[src/rtl/scan_pkg.sv]
// Shared types for the scan-test controller.
// State encoding and capture-phase length.
package scan_pkg;

   typedef enum logic [2:0] {
      IDLE    = 3'd0,
      LOAD    = 3'd1,
      CAPTURE = 3'd2,
      UNLOAD  = 3'd3,
      DONE    = 3'd4
   } scan_state_t;

   localparam int SCAN_CAPTURE_CYCLES = 1;

endpackage

[src/rtl/scan_ctrl.sv]
// Tester-side scan controller: load, capture,
// unload, then masked compare against expected.
module scan_ctrl
   import scan_pkg::*;
#(
   parameter  int CHAIN_LEN = 3,
   localparam int CNT_W     = $clog2(CHAIN_LEN) + 1
) (
   input  logic                 clk,
   input  logic                 rst_n,
   input  logic                 start,
   input  logic [CHAIN_LEN-1:0] pattern,
   input  logic [CHAIN_LEN-1:0] expected,
   input  logic [CHAIN_LEN-1:0] mask,
   output logic                 scan_en,
   output logic                 scan_in,
   input  logic                 scan_out,
   output logic                 busy,
   output logic                 done,
   output logic [CHAIN_LEN-1:0] response,
   output logic [CHAIN_LEN-1:0] mismatch,
   output logic                 pass
);

   scan_state_t          state;
   logic [CNT_W-1:0]     cnt;
   logic [CHAIN_LEN-1:0] pat_q;
   logic [CHAIN_LEN-1:0] exp_q;
   logic [CHAIN_LEN-1:0] msk_q;
   logic [CHAIN_LEN-1:0] rsp_nxt;
   logic [CHAIN_LEN-1:0] mis_nxt;
   logic                 last;

   assign last    = (cnt == CNT_W'(CHAIN_LEN - 1));
   assign rsp_nxt = (response << 1) | CHAIN_LEN'(scan_out);
   assign mis_nxt = (rsp_nxt ^ exp_q) & msk_q;

   // MSB of the pattern shifter is the bit due on scan_in
   assign scan_en = (state == LOAD) || (state == UNLOAD);
   assign scan_in = (state == LOAD) && pat_q[CHAIN_LEN-1];
   assign busy    = (state != IDLE);
   assign done    = (state == DONE);

   // Sequencer: phase counter, pattern shifter, response capture
   always_ff @(posedge clk or negedge rst_n) begin
      if (!rst_n) begin
         state    <= IDLE;
         cnt      <= '0;
         pat_q    <= '0;
         exp_q    <= '0;
         msk_q    <= '0;
         response <= '0;
         mismatch <= '0;
         pass     <= 1'b0;
      end else begin
         unique case (state)
            IDLE: begin
               if (start) begin
                  pat_q    <= pattern;
                  exp_q    <= expected;
                  msk_q    <= mask;
                  cnt      <= '0;
                  response <= '0;
                  mismatch <= '0;
                  pass     <= 1'b0;
                  state    <= LOAD;
               end
            end
            LOAD: begin
               pat_q <= pat_q << 1;
               if (last) begin
                  cnt   <= '0;
                  state <= CAPTURE;
               end else begin
                  cnt <= cnt + 1'b1;
               end
            end
            CAPTURE: begin
               if (cnt == CNT_W'(SCAN_CAPTURE_CYCLES - 1)) begin
                  cnt   <= '0;
                  state <= UNLOAD;
               end else begin
                  cnt <= cnt + 1'b1;
               end
            end
            UNLOAD: begin
               response <= rsp_nxt;
               if (last) begin
                  cnt      <= '0;
                  mismatch <= mis_nxt;
                  pass     <= (mis_nxt == '0);
                  state    <= DONE;
               end else begin
                  cnt <= cnt + 1'b1;
               end
            end
            DONE: begin
               state <= IDLE;
            end
            default: begin
               cnt   <= '0;
               state <= IDLE;
            end
         endcase
      end
   end

endmodule

[config.mk]
export PLATFORM = sky130hd
export DESIGN_NAME = scan_ctrl
export DESIGN_NICKNAME = d
export VERILOG_FILES = /design/src/rtl/scan_pkg.sv /design/src/rtl/scan_ctrl.sv
export SDC_FILE = /design/constraint.sdc
export NUM_CORES = 1
export LEC_CHECK = 0
export CAP_MARGIN = 5
export CORE_ASPECT_RATIO = 0.7
export CORE_MARGIN = 3
export CORE_UTILIZATION = 55
export CTS_CLUSTER_SIZE = 25
export DETAILED_ROUTE_END_ITERATION = 8
export DONT_BUFFER_PORTS = 1
export PLACE_DENSITY = 0.73
export SYNTH_ARGS = -nofsm -noshare
export SYNTH_HDL_FRONTEND = slang
export SYNTH_SLANG_ARGS = --single-unit
[constraint.sdc]
create_clock -name clk -period 3.3 [get_ports clk]
set_input_delay 0.495 -clock clk [delete_from_list [all_inputs] [get_ports clk]]
set_output_delay 0.495 -clock clk [all_outputs]
set_load 0.02 [all_outputs]
* After elaboration in Yosys (flattened, before gate mapping)
Cells that the tools add are included.
** Word-level totals
- Bits in registers :: 22
- Output and inout port bits :: 11
** Operators by class
- Add/sub/neg operators :: 1
- Bitwise gates (word level) :: 4
- Reductions and logical operators :: 15
- Mux-type cells :: 17
- Eq/ne operators :: 9
** Operators by type and width (count)
- $mux 3 :: 9
- $pmux 3 s4 :: 2
- $pmux 3 s2 :: 3
- $eq 3x2->1 const B :: 3
- $logic_not 3->1 :: 3
- $ne 2x2->1 const B :: 4
- $reduce_and 2->1 :: 4
- $reduce_and 4->1 :: 1
- $reduce_bool 2->1 :: 2
- $add 3x1->3 const B :: 1
- $and 3x3->3 :: 1
- $eq 3x1->1 const B :: 1
- $eq 3x3->1 const B :: 1
- $or 3x1->3 :: 1
- $reduce_and 3->1 :: 1
- $reduce_bool 3->1 :: 1
- $xor 3x3->3 :: 1
- $mux 1 :: 2
- $pmux 1 s2 :: 1
- $reduce_or 2->1 :: 1
- $logic_and 1x1->1 :: 1
- $logic_or 1x1->1 :: 1
- $not 1->1 :: 1

* Logic depth before layout (Yosys ltp)
Gate-level depths: netlist of run 1.
- Depth after elaboration :: 6
- Gate-level depth with buffers :: 6
- Depth with buffers taken out :: 6

* Worst setup path before layout of run 1
No wires, ideal clock.
- Kind :: register -> output
- Start :: register state[1]
- End :: output port done
- Cell stages (with the launch flop) :: 3
- Data required time :: 2.805 ns
- Path slack :: 1.701 ns
- Data arrival time :: 1.104 ns
- Cell sequence :: dfrtp_1 buf_2 nor3b_1
** On the way
- Longest elaborated chain between the ends :: 1
** Ends and longest elaborated chain
- start: declaration :: line scan_ctrl.sv:25 : scan_state_t state;
- start signal: assignment :: line scan_ctrl.sv:47 : state <= IDLE;
- start signal: assignment :: line scan_ctrl.sv:66 : state <= LOAD;
- start signal: assignment :: line scan_ctrl.sv:73 : state <= CAPTURE;
- $eq 3x3->1 :: line scan_ctrl.sv:42 : assign done = (state == DONE);
- end: declaration :: line scan_ctrl.sv:19 : output logic done,
No other way between the ends.

* Worst setup path in the final report of run 1
- Start :: register state[2]
- End :: output port scan_in
** On the way
- Longest elaborated chain between the ends :: 2
** Ends and longest elaborated chain
- $eq 3x1->1 :: line scan_ctrl.sv:40 : assign scan_in = (state == LOAD) && pat_q[CHAIN_LEN-1];
- $logic_and 1x1->1 :: line scan_ctrl.sv:40
- end: declaration :: line scan_ctrl.sv:16 : output logic scan_in,
No other way between the ends.

==> flow_summary.json, run 1 <==
{
  "status": "completed",
  "die_y_um": 43.54,
  "drc": 0,
  "finalSetupViolCount": 0,
  "grt_pass1_vias": 701,
  "cts.path.max_buffers": 2,
  "start_util": 0.6358,
  "synthFlopType": "dfrtp_1",
  "grt_pass1_wl_mm": 3.153,
  "slew_headroom": 0.3910,
  "cts_tree": "built",
  "yosys_warnings": 0,
  "grt_setup_unrepaired": "false",
  "cts_setup_buffers": 0,
  "drt-initial-drc-count": 14,
  "grt_overflow": 0,
  "finalClockSkew_ns": 0.006982,
  "vdd_drop_max_mv": 0.6394,
  "clockRootBuffer": "clkbuf_4",
  "routed_wl_mm": 1.892,
  "tns_ns": 0,
  "drive_gt1_frac": 0.1204,
  "finalCritPeriodShare": 0.6310,
  "dp_hpwl_mm": 1.496,
  "clk_pin_slew_ns": 0.11,
  "crit_arrival_ns": 1.59,
  "syn-cell-area_sq_mm": 0.001107,
  "io_pins": 24,
  "hp-class": "input pin to flop",
  "r2r_cells": 3,
  "crit_path_end_kind": "output port",
  "place.gp.congestion": 0.7934,
  "slew_violations": 0,
  "netlist_top_cells_area": "dfrtp_1 (50%), nand2_1 (6.1%), mux2_2 (6.1%), ha_1 (4.5%), mux2i_1 (3.6%)",
  "grt_max_degree": 23,
  "drt_first_pass_iters": 4,
  "power_density_mw_per_mm2": 909.8,
  "synth_top_area_cell": "dfrtp_1",
  "synth_top_area_frac": 0.4972,
  "worst_slew_pin_slew_ns": 0.9105,
  "port-buffer-count": 0,
  "crit_type": "flop to output port",
  "ys_types": 32,
  "diodes": 0,
  "cts_buffers": 3,
  "holdBufCountCts": 1,
  "synth_seq_cells": 22,
  "drtAntennaViolNets": 0,
  "clkSinkCount": 22,
  "via_count": 741,
  "fmax_ghz": 0.4802,
  "wl_per_cell_um": 14.67,
  "ys_seq_area_frac": 0.4972,
  "antenna_found_initial": 0,
  "total_leakage_power_nw": 0.5268,
  "cp_max_fo": 9,
  "post_cts_resize_count": 0,
  "coreArea_sq_mm": 0.001742,
  "worstPathRequired_ns": 2.80,
  "synthArstFlopShare": 1.000,
  "cp-start-kind": "flop",
  "syn_inst": 106,
  "grt_use_total": 0.1628,
  "syn_avg_cell_area_sq_um": 10.45,
  "area_delta_synth_final_pct": 4.407,
  "vias_per_cell": 5.744,
  "n_fill_cell": 145,
  "dieArea_sq_mm": 0.002596,
  "nets": 126,
  "htree_levels": 1,
  "placed_cell_area_sq_mm": 0.001110,
  "postLayoutCellArea_sq_mm": 0.001156,
  "holdPathStages": 2,
  "rows": 12,
  "die_x_um": 59.63,
  "finalCriticalPeriod_ns": 2.082,
  "hold_viol_final": 0,
  "synth_nets": 123,
  "clock_latency_ns": 0.30,
  "synth_edf_count": 0,
  "max_cap_viol_count": 0
}
==> stage by stage <==
step | util | cells | power [mW] | hold WS, ns | setup slack, ns
4_1_cts | 0.6638 | 129 | 1.063 | 0.3134 | 1.222
3_3_place_gp | 0.6372 | 124 | 0.8974 | 0.2000 | 1.507
2_1_floorplan | - | 106 | 0.8377 | 0.1994 | 1.701
3_5_place_dp | 0.6372 | 124 | 0.9181 | 0.1999 | 1.471
5_1_grt | 0.6638 | 129 | 1.148 | 0.3118 | 1.066
6_report | 0.6638 | 129 | 1.052 | 0.3219 | 1.218
==> flip-flops by register name, summed over array words and instances, names as in the netlist <==
name      count
cnt           3
exp_q         3
mismatch      3
msk_q         3
pass          1
pat_q         3
response      3
state         3
==> critical path: stages (launching register included) <==
cell and delay [ns]:
dfrtp_1 0.49, nand2b_1 0.21, nor2_1 0.29, and2_1 0.30
==> placed cells by master, fill, tap and decap left out, drive strengths merged, types with 2 or more instances in the layout <==
cell type,synthesis,layout
a21oi,2,2
and2,2,2
clkbuf,0,4
dfrtp,22,22
ha,4,4
inv,6,6
mux2,6,6
mux2i,4,4
nand2,18,18
nand2b,4,4
nand3b,3,3
nor2,4,4
o21ai,10,10
xor2,4,4
==> cell usage after synthesis (3+ instances only) <==
cell type and n:
dfrtp_1 22, ha_1 4, inv_1 6, mux2_2 6
mux2i_1 4, nand2_1 18, nand2b_1 4, nand3b_1 3
nor2_1 3, o21ai_0 8, xor2_1 4
==> where the power goes <==
group,switching (mW),leakage (nW),internal [mW]
Sequential,0.154,0.279,0.379
Clock,0.0730,0.0210,0.0673
Combinational,0.207,0.226,0.171
Total,0.435,0.527,0.617
==> metal layers <==
layer | global-route usage | share of wire | wire, um
met3 | 0.06845 | 0.085 | 161
met4 | 0.02655 | 0.0058 | 11
met5 | 0 | 0 | 0
met2 | 0.2484 | 0.44 | 824
met1 | 0.2214 | 0.47 | 895
==> path summary, 6_finish.rpt <==
| path | from | to | slack (ns) |
|---|---|---|---|
| setup / recovery | state[2] | scan_in | 1.22 |
| hold / removal | scan_out | response[0] | 0.32 |
| setup reg to reg | state[1] | msk_q[2] | 1.47 |
| hold reg to reg | pat_q[1] | pat_q[2] | 0.50 |
| max in group asynchronous | rst_n | cnt[1] | 1.98 |
| min in group asynchronous | rst_n | mismatch[1] | 0.76 |
==> logic make-up after synthesis <==
group / Yosys count / share of synthesized area
compound gates: 17 / 0.08928
xor+xnor: 4 / 0.03164
fa+ha+maj: 4 / 0.04520
buf+inv: 9 / 0.04180
flops: 22 / 0.4972
mux: 10 / 0.09717
simple gates: 40 / 0.1977
==> layout make-up <==
class / count / area (sq um) / area share
Inverter: 6 / 22.52 / 0.01948
Tap cell: 21 / 26.28 / 0.02273
Sequential cell: 22 / 550.5 / 0.4762
Timing Repair Buffer: 1 / 10.01 / 0.008658
Clock buffer: 4 / 36.28 / 0.03139
Multi-Input combinational cell: 75 / 510.5 / 0.4416
No activity file was read; power rests on OpenSTA's default activity.
==> run 2, diff against run 1 <==
==> constraint.sdc (replaced) <==
create_clock -name clk -period 2.1 [get_ports clk]
set_input_delay 0.315 -clock clk [delete_from_list [all_inputs] [get_ports clk]]
set_output_delay 0.315 -clock clk [all_outputs]
set_load 0.02 [all_outputs]
==> run 2 against run 1 <==
Against the previous run:
- largest power group unchanged
- register-to-register slack worse by 1.1 ns
- die area stayed put
- design area is 1.3% higher
- setup slack worse by 1.0 ns
- global-route usage is 1.1 points higher
- critical path depth stayed put
- largest cell class unchanged
- power is 60% higher
- cell count is 1.6% higher
==> flow_summary.json, run 2 (synthesis results as in run 1) <==
{
  "port-buffer-count": 0,
  "place.gp.congestion": 0.7931,
  "n_fill_cell": 141,
  "area_delta_synth_final_pct": 5.762,
  "grt_max_degree": 23,
  "crit_path_end_kind": "output port",
  "worst_slew_pin_slew_ns": 0.9660,
  "crit_path_max_incr_delay_ns": 0.48,
  "final_cell_mix": "dfrtp_1 (22), nand2_1 (18), o21ai_0 (8), inv_1 (6), mux2_2 (6)",
  "grt_setup_unrepaired": "false",
  "finalSetupViolCount": 0,
  "p_sw_uw": 698.1,
  "drt-initial-drc-count": 40,
  "cts_setup_buffers": 0,
  "coreArea_sq_mm": 0.001742,
  "r2r_cells": 3,
  "die_x_um": 59.63,
  "grt_overflow": 0,
  "cp_max_fo": 9,
  "dp_hpwl_mm": 1.521,
  "diodes": 0,
  "cts_tree": "built",
  "timing.reg2reg.setup_slack_ns": 0.35,
  "reg2reg_from": "state[2]",
  "clk_pin_slew_ns": 0.12,
  "antenna_found_initial": 0,
  "hold_viol_final": 0,
  "vias_per_cell": 5.763,
  "rows": 12,
  "multi_input_area_sq_um": 510.5,
  "clock_latency_ns": 0.30,
  "clkSinkCount": 22,
  "htree_levels": 1,
  "final_util": 0.6724,
  "p_comb_frac": 0.386,
  "finalCritPeriodShare": 0.9161,
  "routed_wl_mm": 2.010,
  "placed_cell_area_sq_mm": 0.001125,
  "vdd_drop_max_mv": 0.8984,
  "fmax_ghz": 0.5198,
  "nets": 128,
  "hp-class": "input pin to flop",
  "seqCellArea_sq_um": 550.5,
  "total_leakage_power_nw": 0.5371,
  "drt_first_pass_iters": 4,
  "start_util": 0.6358,
  "slew_headroom": 0.3539,
  "slew_violations": 0,
  "tns_ns": 0,
  "sequentialPowerShare": 0.478,
  "dieArea_sq_mm": 0.002596,
  "crit_type": "flop to output port",
  "finalClockSkew_ns": 0.005423,
  "cts_buffers": 3,
  "grt_use_total": 0.1735,
  "worstPathRequired_ns": 1.78,
  "p_clk_frac": 0.136,
  "clockRootBuffer": "clkbuf_4",
  "cp-startpoint": "state[2]",
  "rr_endpoint": "msk_q[2]",
  "crit_end": "scan_in",
  "crit_path_cell_trace": "nand2b_1, nor2_1, and2_1",
  "grt_pass1_wl_mm": 3.367,
  "die_y_um": 43.54,
  "crit_arrival_ns": 1.61,
  "status": "completed",
  "final_common_cell": "dfrtp_1",
  "p_int_uw": 984.8,
  "drive_gt1_frac": 0.1364,
  "finalCriticalPeriod_ns": 1.924,
  "io_pins": 24,
  "p_sw_frac": 0.4148,
  "drtAntennaViolNets": 0,
  "via_count": 755,
  "drc": 0,
  "max_cap_viol_count": 0,
  "wl_per_cell_um": 15.34,
  "cts.path.max_buffers": 2,
  "grt_pass1_vias": 742,
  "slowest_stage": "dfrtp_1",
  "postLayoutCellArea_sq_mm": 0.001171,
  "power_density_mw_per_mm2": 1437,
  "cp-start-kind": "flop"
}
==> run 2: how the worst min path moves through the flow <==
| stage | from | endpoint | cells past startpoint |
|---|---|---|---|
| 3_3_place_gp | rst_n | state[1] | 0 |
| 2_1_floorplan | rst_n | cnt[0] | 0 |
| 3_5_place_dp | rst_n | mismatch[0] | 0 |
| 6_report | scan_out | response[0] | 2 |
| 4_1_cts | scan_out | response[0] | 2 |
| 5_1_grt | scan_out | response[0] | 2 |
==> run 2: timing repair <==
| item | CTS | global route |
|---|---|---|
| gates resized for setup | 0 | 0 |
| hold buffers | 1 | 0 |
| endpoints found under the hold margin | 22 | 0 |
==> run 2: per-stage QoR <==
step	instances	total power, mW	setup WS, ns	hold slack [ns]
after global routing	131	1.828	0.03219	0.1231
final	131	1.683	0.1762	0.1271
after CTS	131	1.696	0.1727	0.1180
after detailed placement	126	1.456	0.3494	0.01998
after floorplan	106	1.316	0.5178	0.01941
after global placement	126	1.427	0.4077	0.01995
==> run 2: layout make-up <==
| class | instances | share of cell area |
|---|---|---|
| well taps | 21 | 0.02244 |
| clock buffers | 4 | 0.03098 |
| repair buffers | 3 | 0.02137 |
| flip-flops and latches | 22 | 0.4701 |
| inverters | 6 | 0.01923 |
| multi-input cells | 75 | 0.4359 |
==> run 2: per-layer routing <==
metal  vias up  track usage  share of wire
li1        368            -              -
met1       357       0.2425           0.43
met2        28       0.2571           0.46
met3         2      0.06845           0.10
met4         0      0.03540         0.0055
met5         -            0              0
==> run 2: power groups by stage <==
stage	clock, mW	sequential [mW]	combinational (mW)
6_report	0.229	0.805	0.649
5_1_grt	0.257	0.836	0.735
4_1_cts	0.236	0.806	0.653
3_5_place_dp	0	0.817	0.640
3_3_place_gp	0	0.810	0.617
2_1_floorplan	0	0.769	0.547
==> run 2: worst max-delay path, delay by kind of cell (launching register included) <==
| kind | cells | cell delay, ns |
|---|---|---|
| AND/OR/NAND/NOR | 3 | 0.83 |
| flip-flops | 1 | 0.48 |
